$ cat src/rtl/i2c_slave_responder.sv
// i2c_slave_responder: multi-address I2C slave with RX/TX FIFOs and a per-transfer summary.
// Define I2C_SLV_STRETCH_EN to stretch SCL on empty TX / full RX instead of sending 0xFF / NACK.
module i2c_slave_responder #(
  parameter int ADDR_WIDTH = 7,
  parameter int DATA_WIDTH = 8,
  parameter logic [ADDR_WIDTH-1:0] BASE_ADDR = 7'h22,
  parameter int NUM_ADDRS = 1,
  parameter int FIFO_DEPTH = 32,
  parameter int SYNC_STAGES = 2
) (
  input  logic clk_i,
  input  logic rst_n_i,
  input  logic scl_i,
  input  logic sda_i,
  output logic scl_o,
  output logic sda_o,
  output logic [DATA_WIDTH-1:0] rx_data_o,
  output logic rx_valid_o,
  input  logic rx_pop_i,
  input  logic [DATA_WIDTH-1:0] tx_data_i,
  input  logic tx_push_i,
  output logic tx_full_o,
  output logic xfer_done_o,
  output logic xfer_op_o,
  output logic [$clog2(NUM_ADDRS):0] xfer_idx_o,
  output logic [$clog2(FIFO_DEPTH):0] xfer_len_o,
  output logic rx_ovf_o
);
  localparam int IW = $clog2(NUM_ADDRS) + 1;
  localparam int LW = $clog2(FIFO_DEPTH) + 1;
  localparam int CW = $clog2(DATA_WIDTH + 1);
  typedef enum logic [2:0] {IDLE, ADDR, ADDR_ACK, WR_BYTE, WR_ACK, RD_BYTE, RD_ACK, IGNORE} state_t;
  state_t state_q, state_d;
  logic [SYNC_STAGES-1:0] scl_sync_q, sda_sync_q;
  logic scl_p_q, sda_p_q, scl_s, sda_s, rise, fall, start, stop;
  logic [CW-1:0] cnt_q, cnt_d;
  logic [DATA_WIDTH-1:0] sh_q, sh_d, nsh, rx_wd, tx_head;
  logic [ADDR_WIDTH-1:0] off;
  logic hit, ld, rx_push, tx_pop, rx_full, tx_empty;
  logic ph_q, ph_d, sda_q, sda_d, hold_q, hold_d, nack_q, nack_d, rw_q, rw_d, act_q, act_d;
  logic done_q, done_d, op_q, op_d, ovf_q, ovf_d;
  logic [IW-1:0] idx_q, idx_d, xidx_q, xidx_d;
  logic [LW-1:0] len_q, len_d, len_inc, xlen_q, xlen_d;
  logic [LW-1:0] rx_wp_q, rx_rp_q, tx_wp_q, tx_rp_q, rx_cnt, tx_cnt;
  logic [DATA_WIDTH-1:0] rx_mem [FIFO_DEPTH];
  logic [DATA_WIDTH-1:0] tx_mem [FIFO_DEPTH];
  assign scl_s = scl_sync_q[SYNC_STAGES-1];
  assign sda_s = sda_sync_q[SYNC_STAGES-1];
  assign rise = scl_s & ~scl_p_q;
  assign fall = ~scl_s & scl_p_q;
  assign start = scl_s & scl_p_q & sda_p_q & ~sda_s;
  assign stop = scl_s & scl_p_q & ~sda_p_q & sda_s;
  assign nsh = {sh_q[DATA_WIDTH-2:0], sda_s};
  assign off = nsh[ADDR_WIDTH:1] - BASE_ADDR;
  assign hit = off < ADDR_WIDTH'(NUM_ADDRS);
  assign len_inc = (len_q == LW'(FIFO_DEPTH)) ? len_q : len_q + 1'b1;
  assign rx_cnt = rx_wp_q - rx_rp_q;
  assign tx_cnt = tx_wp_q - tx_rp_q;
  assign rx_full = rx_cnt[LW-1];
  assign rx_valid_o = |rx_cnt;
  assign tx_full_o = tx_cnt[LW-1];
  assign tx_empty = ~|tx_cnt;
  assign rx_data_o = rx_mem[rx_rp_q[LW-2:0]];
  assign tx_head = tx_mem[tx_rp_q[LW-2:0]];
  assign sda_o = sda_q;
`ifdef I2C_SLV_STRETCH_EN
  assign scl_o = ~hold_q;
`else
  assign scl_o = 1'b1;
`endif
  assign xfer_done_o = done_q;
  assign xfer_op_o = op_q;
  assign xfer_idx_o = xidx_q;
  assign xfer_len_o = xlen_q;
  assign rx_ovf_o = ovf_q;
  // Synchronise bus lines and keep the previous level for edge detection
  always_ff @(posedge clk_i or negedge rst_n_i)
    if (!rst_n_i) begin
      scl_sync_q <= '1;
      sda_sync_q <= '1;
      scl_p_q <= 1'b1;
      sda_p_q <= 1'b1;
    end else begin
      scl_sync_q <= {scl_sync_q[SYNC_STAGES-2:0], scl_i};
      sda_sync_q <= {sda_sync_q[SYNC_STAGES-2:0], sda_i};
      scl_p_q <= scl_s;
      sda_p_q <= sda_s;
    end
  // FIFO storage needs no reset; pointers alone define occupancy
  always_ff @(posedge clk_i) begin
    if (rx_push) rx_mem[rx_wp_q[LW-2:0]] <= rx_wd;
    if (tx_push_i && !tx_full_o) tx_mem[tx_wp_q[LW-2:0]] <= tx_data_i;
  end
  // FIFO pointers; a push and a pop in the same cycle both take effect
  always_ff @(posedge clk_i or negedge rst_n_i)
    if (!rst_n_i) begin
      rx_wp_q <= '0;
      rx_rp_q <= '0;
      tx_wp_q <= '0;
      tx_rp_q <= '0;
    end else begin
      rx_wp_q <= rx_wp_q + LW'(rx_push);
      rx_rp_q <= rx_rp_q + LW'(rx_pop_i && rx_valid_o);
      tx_wp_q <= tx_wp_q + LW'(tx_push_i && !tx_full_o);
      tx_rp_q <= tx_rp_q + LW'(tx_pop);
    end
  // Protocol state register; reset releases both lines at once
  always_ff @(posedge clk_i or negedge rst_n_i)
    if (!rst_n_i) begin
      state_q <= IDLE; cnt_q <= '0; sh_q <= '0; ph_q <= 1'b0; sda_q <= 1'b1; hold_q <= 1'b0;
      nack_q <= 1'b0; rw_q <= 1'b0; idx_q <= '0; len_q <= '0; act_q <= 1'b0; done_q <= 1'b0;
      op_q <= 1'b0; xidx_q <= '0; xlen_q <= '0; ovf_q <= 1'b0;
    end else begin
      state_q <= state_d; cnt_q <= cnt_d; sh_q <= sh_d; ph_q <= ph_d; sda_q <= sda_d; hold_q <= hold_d;
      nack_q <= nack_d; rw_q <= rw_d; idx_q <= idx_d; len_q <= len_d; act_q <= act_d; done_q <= done_d;
      op_q <= op_d; xidx_q <= xidx_d; xlen_q <= xlen_d; ovf_q <= ovf_d;
    end
  // Next-state: START/STOP override everything, otherwise bit-level handling per state
  always_comb begin
    state_d = state_q; cnt_d = cnt_q; sh_d = sh_q; ph_d = ph_q; sda_d = sda_q; hold_d = hold_q;
    nack_d = nack_q; rw_d = rw_q; idx_d = idx_q; len_d = len_q; act_d = act_q; done_d = 1'b0;
    op_d = op_q; xidx_d = xidx_q; xlen_d = xlen_q; ovf_d = ovf_q;
    rx_push = 1'b0; rx_wd = sh_q; tx_pop = 1'b0; ld = 1'b0;
    if (start || stop) begin
      state_d = start ? ADDR : IDLE; cnt_d = '0; ph_d = 1'b0; sda_d = 1'b1; hold_d = 1'b0; act_d = 1'b0;
      if (act_q) begin
        done_d = 1'b1; op_d = rw_q; xidx_d = idx_q; xlen_d = len_q;
      end
    end else begin
      case (state_q)
        ADDR: if (rise) begin
          sh_d = nsh; cnt_d = cnt_q + 1'b1;
          if (cnt_q == CW'(ADDR_WIDTH)) begin
            state_d = hit ? ADDR_ACK : IGNORE; act_d = hit; rw_d = nsh[0]; idx_d = IW'(off);
            len_d = '0; ph_d = 1'b0;
          end
        end
        ADDR_ACK: if (fall) begin
          if (!ph_q) begin
            sda_d = 1'b0; ph_d = 1'b1;
          end else begin
            ph_d = 1'b0; cnt_d = '0; sda_d = 1'b1; state_d = rw_q ? RD_BYTE : WR_BYTE; ld = rw_q;
          end
        end
        WR_BYTE: if (rise) begin
          sh_d = nsh; cnt_d = cnt_q + 1'b1;
          if (cnt_q == CW'(DATA_WIDTH - 1)) begin
            state_d = WR_ACK; ph_d = 1'b0;
`ifdef I2C_SLV_STRETCH_EN
            nack_d = 1'b0;
`else
            nack_d = rx_full; ovf_d = ovf_q | rx_full; rx_push = ~rx_full; rx_wd = nsh;
`endif
          end
        end
        WR_ACK: if ((fall || hold_q) && !ph_q) begin
`ifdef I2C_SLV_STRETCH_EN
          hold_d = rx_full; rx_push = ~rx_full; sda_d = rx_full | nack_q; ph_d = ~rx_full;
`else
          sda_d = nack_q; ph_d = 1'b1;
`endif
        end else if (fall) begin
          ph_d = 1'b0; cnt_d = '0; sda_d = 1'b1; len_d = len_inc; state_d = WR_BYTE;
        end
        RD_BYTE: if (hold_q) ld = 1'b1;
          else if (rise) cnt_d = cnt_q + 1'b1;
          else if (fall && cnt_q == CW'(DATA_WIDTH)) begin
            sda_d = 1'b1; state_d = RD_ACK;
          end else if (fall) begin
            sh_d = sh_q << 1; sda_d = sh_q[DATA_WIDTH-2];
          end
        RD_ACK: if (rise) begin
          len_d = len_inc; state_d = sda_s ? IGNORE : RD_ACK;
        end else if (fall) begin
          cnt_d = '0; state_d = RD_BYTE; ld = 1'b1;
        end
        default: ;
      endcase
      if (ld) begin
        tx_pop = ~tx_empty; sh_d = tx_head; sda_d = tx_empty | tx_head[DATA_WIDTH-1];
`ifdef I2C_SLV_STRETCH_EN
        hold_d = tx_empty;
`else
        if (tx_empty) sh_d = '1;
`endif
      end
    end
  end
endmodule

$ cat config.mk
export PLATFORM = sky130hd
export DESIGN_NAME = i2c_slave_responder
export DESIGN_NICKNAME = d
export VERILOG_FILES = /design/src/rtl/i2c_slave_responder.sv
export SDC_FILE = /design/constraint.sdc
export NUM_CORES = 1
export LEC_CHECK = 0
export ABC_CLOCK_PERIOD_IN_PS = 10000
export CAP_MARGIN = 20
export CORE_MARGIN = 1
export CORE_UTILIZATION = 45
export CTS_CLUSTER_DIAMETER = 60
export DETAILED_ROUTE_END_ITERATION = 7
export HOLD_SLACK_MARGIN = 0.1
export PLACE_DENSITY_LB_ADDON = 0.3
export SYNTH_ARGS = -nofsm -noshare
export SYNTH_HDL_FRONTEND = slang
export SYNTH_SLANG_ARGS = --single-unit
$ cat constraint.sdc
create_clock -name clk_i -period 10 [get_ports clk_i]
set_clock_uncertainty 0.15 [all_clocks]
set_input_delay 1 -clock clk_i [delete_from_list [all_inputs] [get_ports clk_i]]
set_output_delay 1 -clock clk_i [all_outputs]
set_load 0.005 [all_outputs]
### Yosys cells after proc, flatten, opt, wreduce, memory -nomap -nowiden

Memories as Yosys holds them, arrays and structs flattened.
Cells that the tools add are included.

| cells by class | value |
|---|---|
| bitwise operators | 15 |
| mux-type cells | 84 |
| add/sub/neg operators | 9 |
| order comparisons | 1 |
| equal/unequal tests | 38 |
| reduce and logical (&&, ||, !) cells | 31 |

Operators with widths:

| cell | count |
|---|---|
| $mux 8 | 10 |
| $mux 3 | 15 |
| $ne 3x3->1 const B | 14 |
| $mux 1 | 39 |
| $mux 6 | 6 |
| $mux 4 | 7 |
| $add 6x1->6 | 4 |
| $pmux 3 s6 | 1 |
| $pmux 6 s3 | 1 |
| $ne 4x4->1 const B | 4 |
| $pmux 4 s4 | 1 |
| $pmux 8 s2 | 1 |
| $ne 3x1->1 const B | 4 |
| $reduce_and 12->1 | 1 |
| $reduce_and 6->1 | 2 |
| $reduce_or 6->1 | 2 |
| $sub 6x6->6 | 2 |
| $ne 2x2->1 const B | 5 |
| $ne 5x5->1 const B | 2 |
| $reduce_and 5->1 | 2 |
| $eq 3x3->1 const B | 3 |
| $reduce_and 4->1 | 2 |
| $and 1x1->1 | 7 |
| $lt 7x1->1 const B | 1 |
| other kinds (26) | 42 |

| word-level totals | value |
|---|---|
| output and inout port bits | 22 |
| logic and storage cells | 203 |
| input port bits | 14 |
| flip-flop bits (word level) | 67 |
| RAM bits | 512 |
| memories kept | 2 |

Memory list:

| name | depth | bits a word | read ports | clocked after memory_dff | write ports | RTL line | RTL |
|---|---|---|---|---|---|---|---|
| rx_mem | 32 | 8 | 1 | 0 | 1 | 45 | `logic [DATA_WIDTH-1:0] rx_mem [FIFO_DEPTH];` |
| tx_mem | 32 | 8 | 1 | 0 | 1 | 46 | `logic [DATA_WIDTH-1:0] tx_mem [FIFO_DEPTH];` |

### Logic depth before layout (Yosys ltp)

| depth | value |
|---|---|
| depth after elaboration | 9 |
| gate-level depth with buffers | 15 |
| gate-level depth less buffers | 13 |

### Least setup slack after synthesis

No wires, ideal clock.

| timing path | value |
|---|---|
| kind | register to output |
| from | register rx_rp_q[1] |
| to | output rx_valid_o |
| stages on the path, launching flop included | 11 |
| data arrival time | 2.270 ns |
| slack | 6.580 ns |
| path buffers | 2 |
| data required time | 8.850 ns |
| path through | dfrtp_1 -> buf_2 -> buf_1 -> inv_1 -> ha_1 -> nor2b_1 -> o21ai_0 -> nand2b_1 -> a2111o_1 -> o211a_2 -> nand2_1 |

| on the way | value |
|---|---|
| longest elaborated chain between the ends | 2 |

Ends and longest elaborated chain:

| what | RTL line | RTL |
|---|---|---|
| from (decl) | 44 | `logic [LW-1:0] rx_wp_q, rx_rp_q, tx_wp_q, tx_rp_q, rx_cnt, tx_cnt;` |
| from (signal assigned) | 103 | `rx_rp_q <= rx_rp_q + LW'(rx_pop_i && rx_valid_o);` |
| $sub 6x6->6 | 57 | `assign rx_cnt = rx_wp_q - rx_rp_q;` |
| $reduce_or 6->1 | 60 | `assign rx_valid_o = \|rx_cnt;` |
| to (decl) | 18 | `output logic rx_valid_o,` |

No other way between the ends.

### Final worst setup path

| timing path | value |
|---|---|
| from | register rx_rp_q[0] |
| to | output rx_data_o[5] |

| on the way | value |
|---|---|
| longest elaborated chain between the ends | 1 |

Ends and longest elaborated chain:

| what | RTL line | RTL |
|---|---|---|
| $mem_v2 32x8 | n/a |  |
| to (decl) | 17 | `output logic [DATA_WIDTH-1:0] rx_data_o,` |

No other way between the ends.

==> results by stage <==
Yosys:
- After synthesis, the share of flip-flops with an asynchronous set or reset is 0.1157.
- Of the post-synthesis cell area, the dominant cell type holds 0.6474.
- The synthesized design spends more area on one cell type than any other, namely sky130_fd_sc_hd__edfxtp_1.
- The distinct cell type count of the synthesized netlist is 74.
- Of the synthesized area, sequential elements account for 0.7183.
- The Yosys warning count is 0.
- The mean cell area of the mapped netlist is 17.98 um2.
- By area the synthesized netlist is led by sky130_fd_sc_hd__edfxtp_1 65%, sky130_fd_sc_hd__mux4_2 13%, sky130_fd_sc_hd__dfrtp_1 6.3%.
- The count of flip-flops with a built-in enable after synthesis is 512.
- After synthesis the netlist holds a flip-flop and latch count of 579.
- The most used flip-flop cell after synthesis is sky130_fd_sc_hd__edfxtp_1.
- Summing every instance area after synthesis gives approximately 24000 um2.
- Counting every instance in the synthesized netlist gives 1321.
- The number of nets in the synthesized netlist is 1362.

Power:
- The internal power of the cells totals 4906 uW.
- The combinational cell fraction of total power is 0.248.
- The clock power share is 0.307.
- The total power draw is slightly below 7000 uW.
- The register share of total power is 0.445.
- Summed over all cells, the static leakage comes to 0.008869 uW.
- Of the total power, the share spent switching nets is 0.2894.
- VDD sags by at most 177.2 uV.
- The switching power of the nets is ~2000 uW.
- The total power divided by cell area is 256.9 nW/um2.

Clocking:
- At the later pin of the worst-skew pair, clock insertion delay measures slightly above 600 ps.
- The number of hold buffers added after CTS was 0.
- The clock root buffer is sky130_fd_sc_hd__clkbuf_16.
- The maximum root-to-sink buffer count is 3.
- The count of H-tree levels built during CTS is 2.
- TritonCTS built the clock tree.
- The total clock buffers created by CTS is 59.
- The buffer count from post-CTS setup fixing is 0.
- Once the clock tree was built, the resizer swapped 0 gates to a different size.
- The clock transition at the registers of the reported paths is 60 ps.
- The number of clock sinks is 579.

Floorplan:
- The height of the die is 231.7 um.
- The core region is 51720 um2.
- In this run the core area contains 83 standard-cell rows.
- 36 I/O pins were placed.
- From left edge to right edge, the die measures ~230 um.
- The die covers 53700 um2.
- The effective utilization at floorplan is 0.4592.

Global routing:
- The via count of the first global-routing pass is 12060.
- The total grt overflow is 0.
- Entering global routing, the biggest net connects 69 pins.
- The first global-routing pass estimated 76400 um of wire.
- The initial antenna violation count came to 0.
- For this run, the total global-route usage over all layers was measured as 0.1900.

Finish:
- The final standard cell utilization of the core is 0.5196.
- Of the cells placed in the final design, the portion with a size suffix greater than 1 is 0.2032.
- The most common cell after layout, fill and taps aside is sky130_fd_sc_hd__edfxtp_1.
- The net count of the finished layout is 1418.
- The top cell types in the final layout, fill and taps aside, are 512 x sky130_fd_sc_hd__edfxtp_1, 134 x sky130_fd_sc_hd__mux4_2, 110 x sky130_fd_sc_hd__nor2_1.
- The repair_antennas step left the layout with diodes totalling 0.
- Compared with the post-synthesis result, the final layout area differs by 13.15%.

Timing:
- The final critical-path share of the clock period is 0.5058.
- Setup repair after global routing left no endpoint under its margin.
- The count of final max-slew check failures is 0.
- The worst-margin pin slew is 947.3 ps.
- Based on the critical path, the design can be clocked at up to 197.7 MHz.
- Setup slack closes at 4942 ps.
- Setup violations remaining at the end of the flow were counted as 0.
- The total negative slack for setup checks is 0 ps.
- The final count of hold timing violations is 0.
- The headroom to the max-slew limit is 0.3685.
- The shortest clock period the worst path allows after layout is 5058 ps.

Setup path:
- The arrival time reported for the critical path endpoint is approximately 4000 ps.
- The maximum fanout encountered on the critical timing path is 34.
- The category of the worst setup path launch point is a flip-flop.
- STA classifies the critical path endpoint as an output port.
- Data on the critical path is required at its endpoint by slightly below 9000 ps.
- The critical path is of the reg -> out type.

Route:
- Once detail routing completed, the nets flagged for antenna violations numbered 0.
- The sum of routed wire length over all layers is 49610 um.
- Using the TritonRoute via totals, the vias-per-cell ratio works out to around 5.7.
- Summed over all nets, wire length on met2 after detailed routing comes to 23360 um.
- The routed metal-1 wire length is 22240 um.
- The initial detailed-routing violation count is 1070.
- The post-detailed-route wirelength per cell is 23.54 um.
- The routed length on met3 is 2759 um.
- In the routed design, unresolved DRC markers number 0.
- The number of iterations in the first detailed-routing pass is 6.
- After detailed routing, no signal wire sits above met4.
- The total via count in the routed design is 12100.

Placement:
- Routability-driven placement finished with a final weighted congestion of ~0.86.
- The HPWL after detailed placement is 31360 um.
- OpenSTA, run right after detailed placement, puts the worst setup slack at 5501 ps.
- Port buffering added 34 buffers.

Hold path:
- The class of the tightest hold or removal check is reg -> reg.

Run:
- The number of max-capacitance violations reported is 0.

Run status:
- The flow ran to the end, and the final reports show no timing, DRC or antenna violations.
==> critical path, stage by stage, from the launching register on <==
cell and delay (ps):
sky130_fd_sc_hd__dfrtp_4 880, sky130_fd_sc_hd__buf_4 660, sky130_fd_sc_hd__mux4_2 590, sky130_fd_sc_hd__mux4_2 500, sky130_fd_sc_hd__nand2_1 90, sky130_fd_sc_hd__nand2_1 80, sky130_fd_sc_hd__clkdlybuf4s50_1 450
==> sequential cells by signal, summed over array words and instances, names as in the netlist, 6 cells and up <==
signal / cells
len_q: 6
rx_mem: 256
rx_rp_q: 6
rx_wp_q: 6
sh_q: 8
tx_mem: 256
tx_rp_q: 6
tx_wp_q: 6
xfer_len_o: 6
==> final timing paths <==
kind | start | to | slack (ps) | cells after the start
worst max-delay path | rx_rp_q[0] | rx_data_o[5] | 4940 | 6
worst min-delay path | sda_sync_q[0] | sda_sync_q[1] | 200 | 0
worst max register to register | rx_rp_q[1] | rx_mem[6][1] | 5700 | 10
worst min register to register | sda_sync_q[0] | sda_sync_q[1] | 200 | 0
max in group asynchronous | rst_n_i | rx_rp_q[0] | 8670 | 1
min in group asynchronous | rst_n_i | rw_q | 370 | 1
==> power groups by stage <==
stage / sequential, uW / combinational, uW / clock, uW
6_report: 3070 / 1720 / 2120
4_1_cts: 3080 / 1690 / 2160
5_1_grt: 3100 / 1860 / 2250
3_5_place_dp: 3130 / 1690 / 0
3_3_place_gp: 3130 / 1610 / 0
2_1_floorplan: 2970 / 1290 / 0
==> area by class of cell <==
type | count | area [um2]
clock buffer | 82 | 1657
clock inverter | 29 | 220.2
fill | 4167 | 24840
inverter | 24 | 90.09
multi-input combinational | 654 | 6237
sequential | 579 | 17070
tap | 680 | 850.8
timing repair buffer | 59 | 748.2
==> kinds of logic (layout without fill, tap and decap cells) <==
kind of cell	Yosys count	in the layout	share of synthesized area
flops	579	579	0.7183
simple gates	313	313	0.06116
mux	169	169	0.1438
compound gates	120	120	0.03440
buf+inv	88	194	0.01907
fa+ha+maj	27	27	0.01422
xor+xnor	24	24	0.008850
other cells	1	1	0.0001579
==> Yosys cell counts, drive strengths merged (6+ instances only) <==
cell type  count
nand2b        10
inv           22
xnor2         11
a21oi         23
edfxtp       512
o21ai         29
dfrtp         60
o221ai         8
clkbuf        17
nor3          16
mux4         136
nand3b         7
xor2          13
o22ai         11
nand3         32
a211oi         6
ha            27
nor2         110
buf           47
mux2          12
dfstp          7
nand2        101
mux2i         21
==> per-stage QoR <==
step,hold WS (ps),instance area [um2],instances
after CTS,206.2,26660,2097
after detailed placement,197.3,24780,1986
final,204.7,26870,2107
after floorplan,195.2,23750,1321
after global placement,199.5,24670,1982
after global routing,209.7,26870,2107
==> metal layers <==
metal | global-route usage | vias up
li1 | - | 5366
met1 | 0.2785 | 6257
met2 | 0.2937 | 392
met3 | 0.02935 | 87
met4 | 0.05859 | 0
met5 | 0 | -
Note: power is estimated with default switching activity, not from simulation.
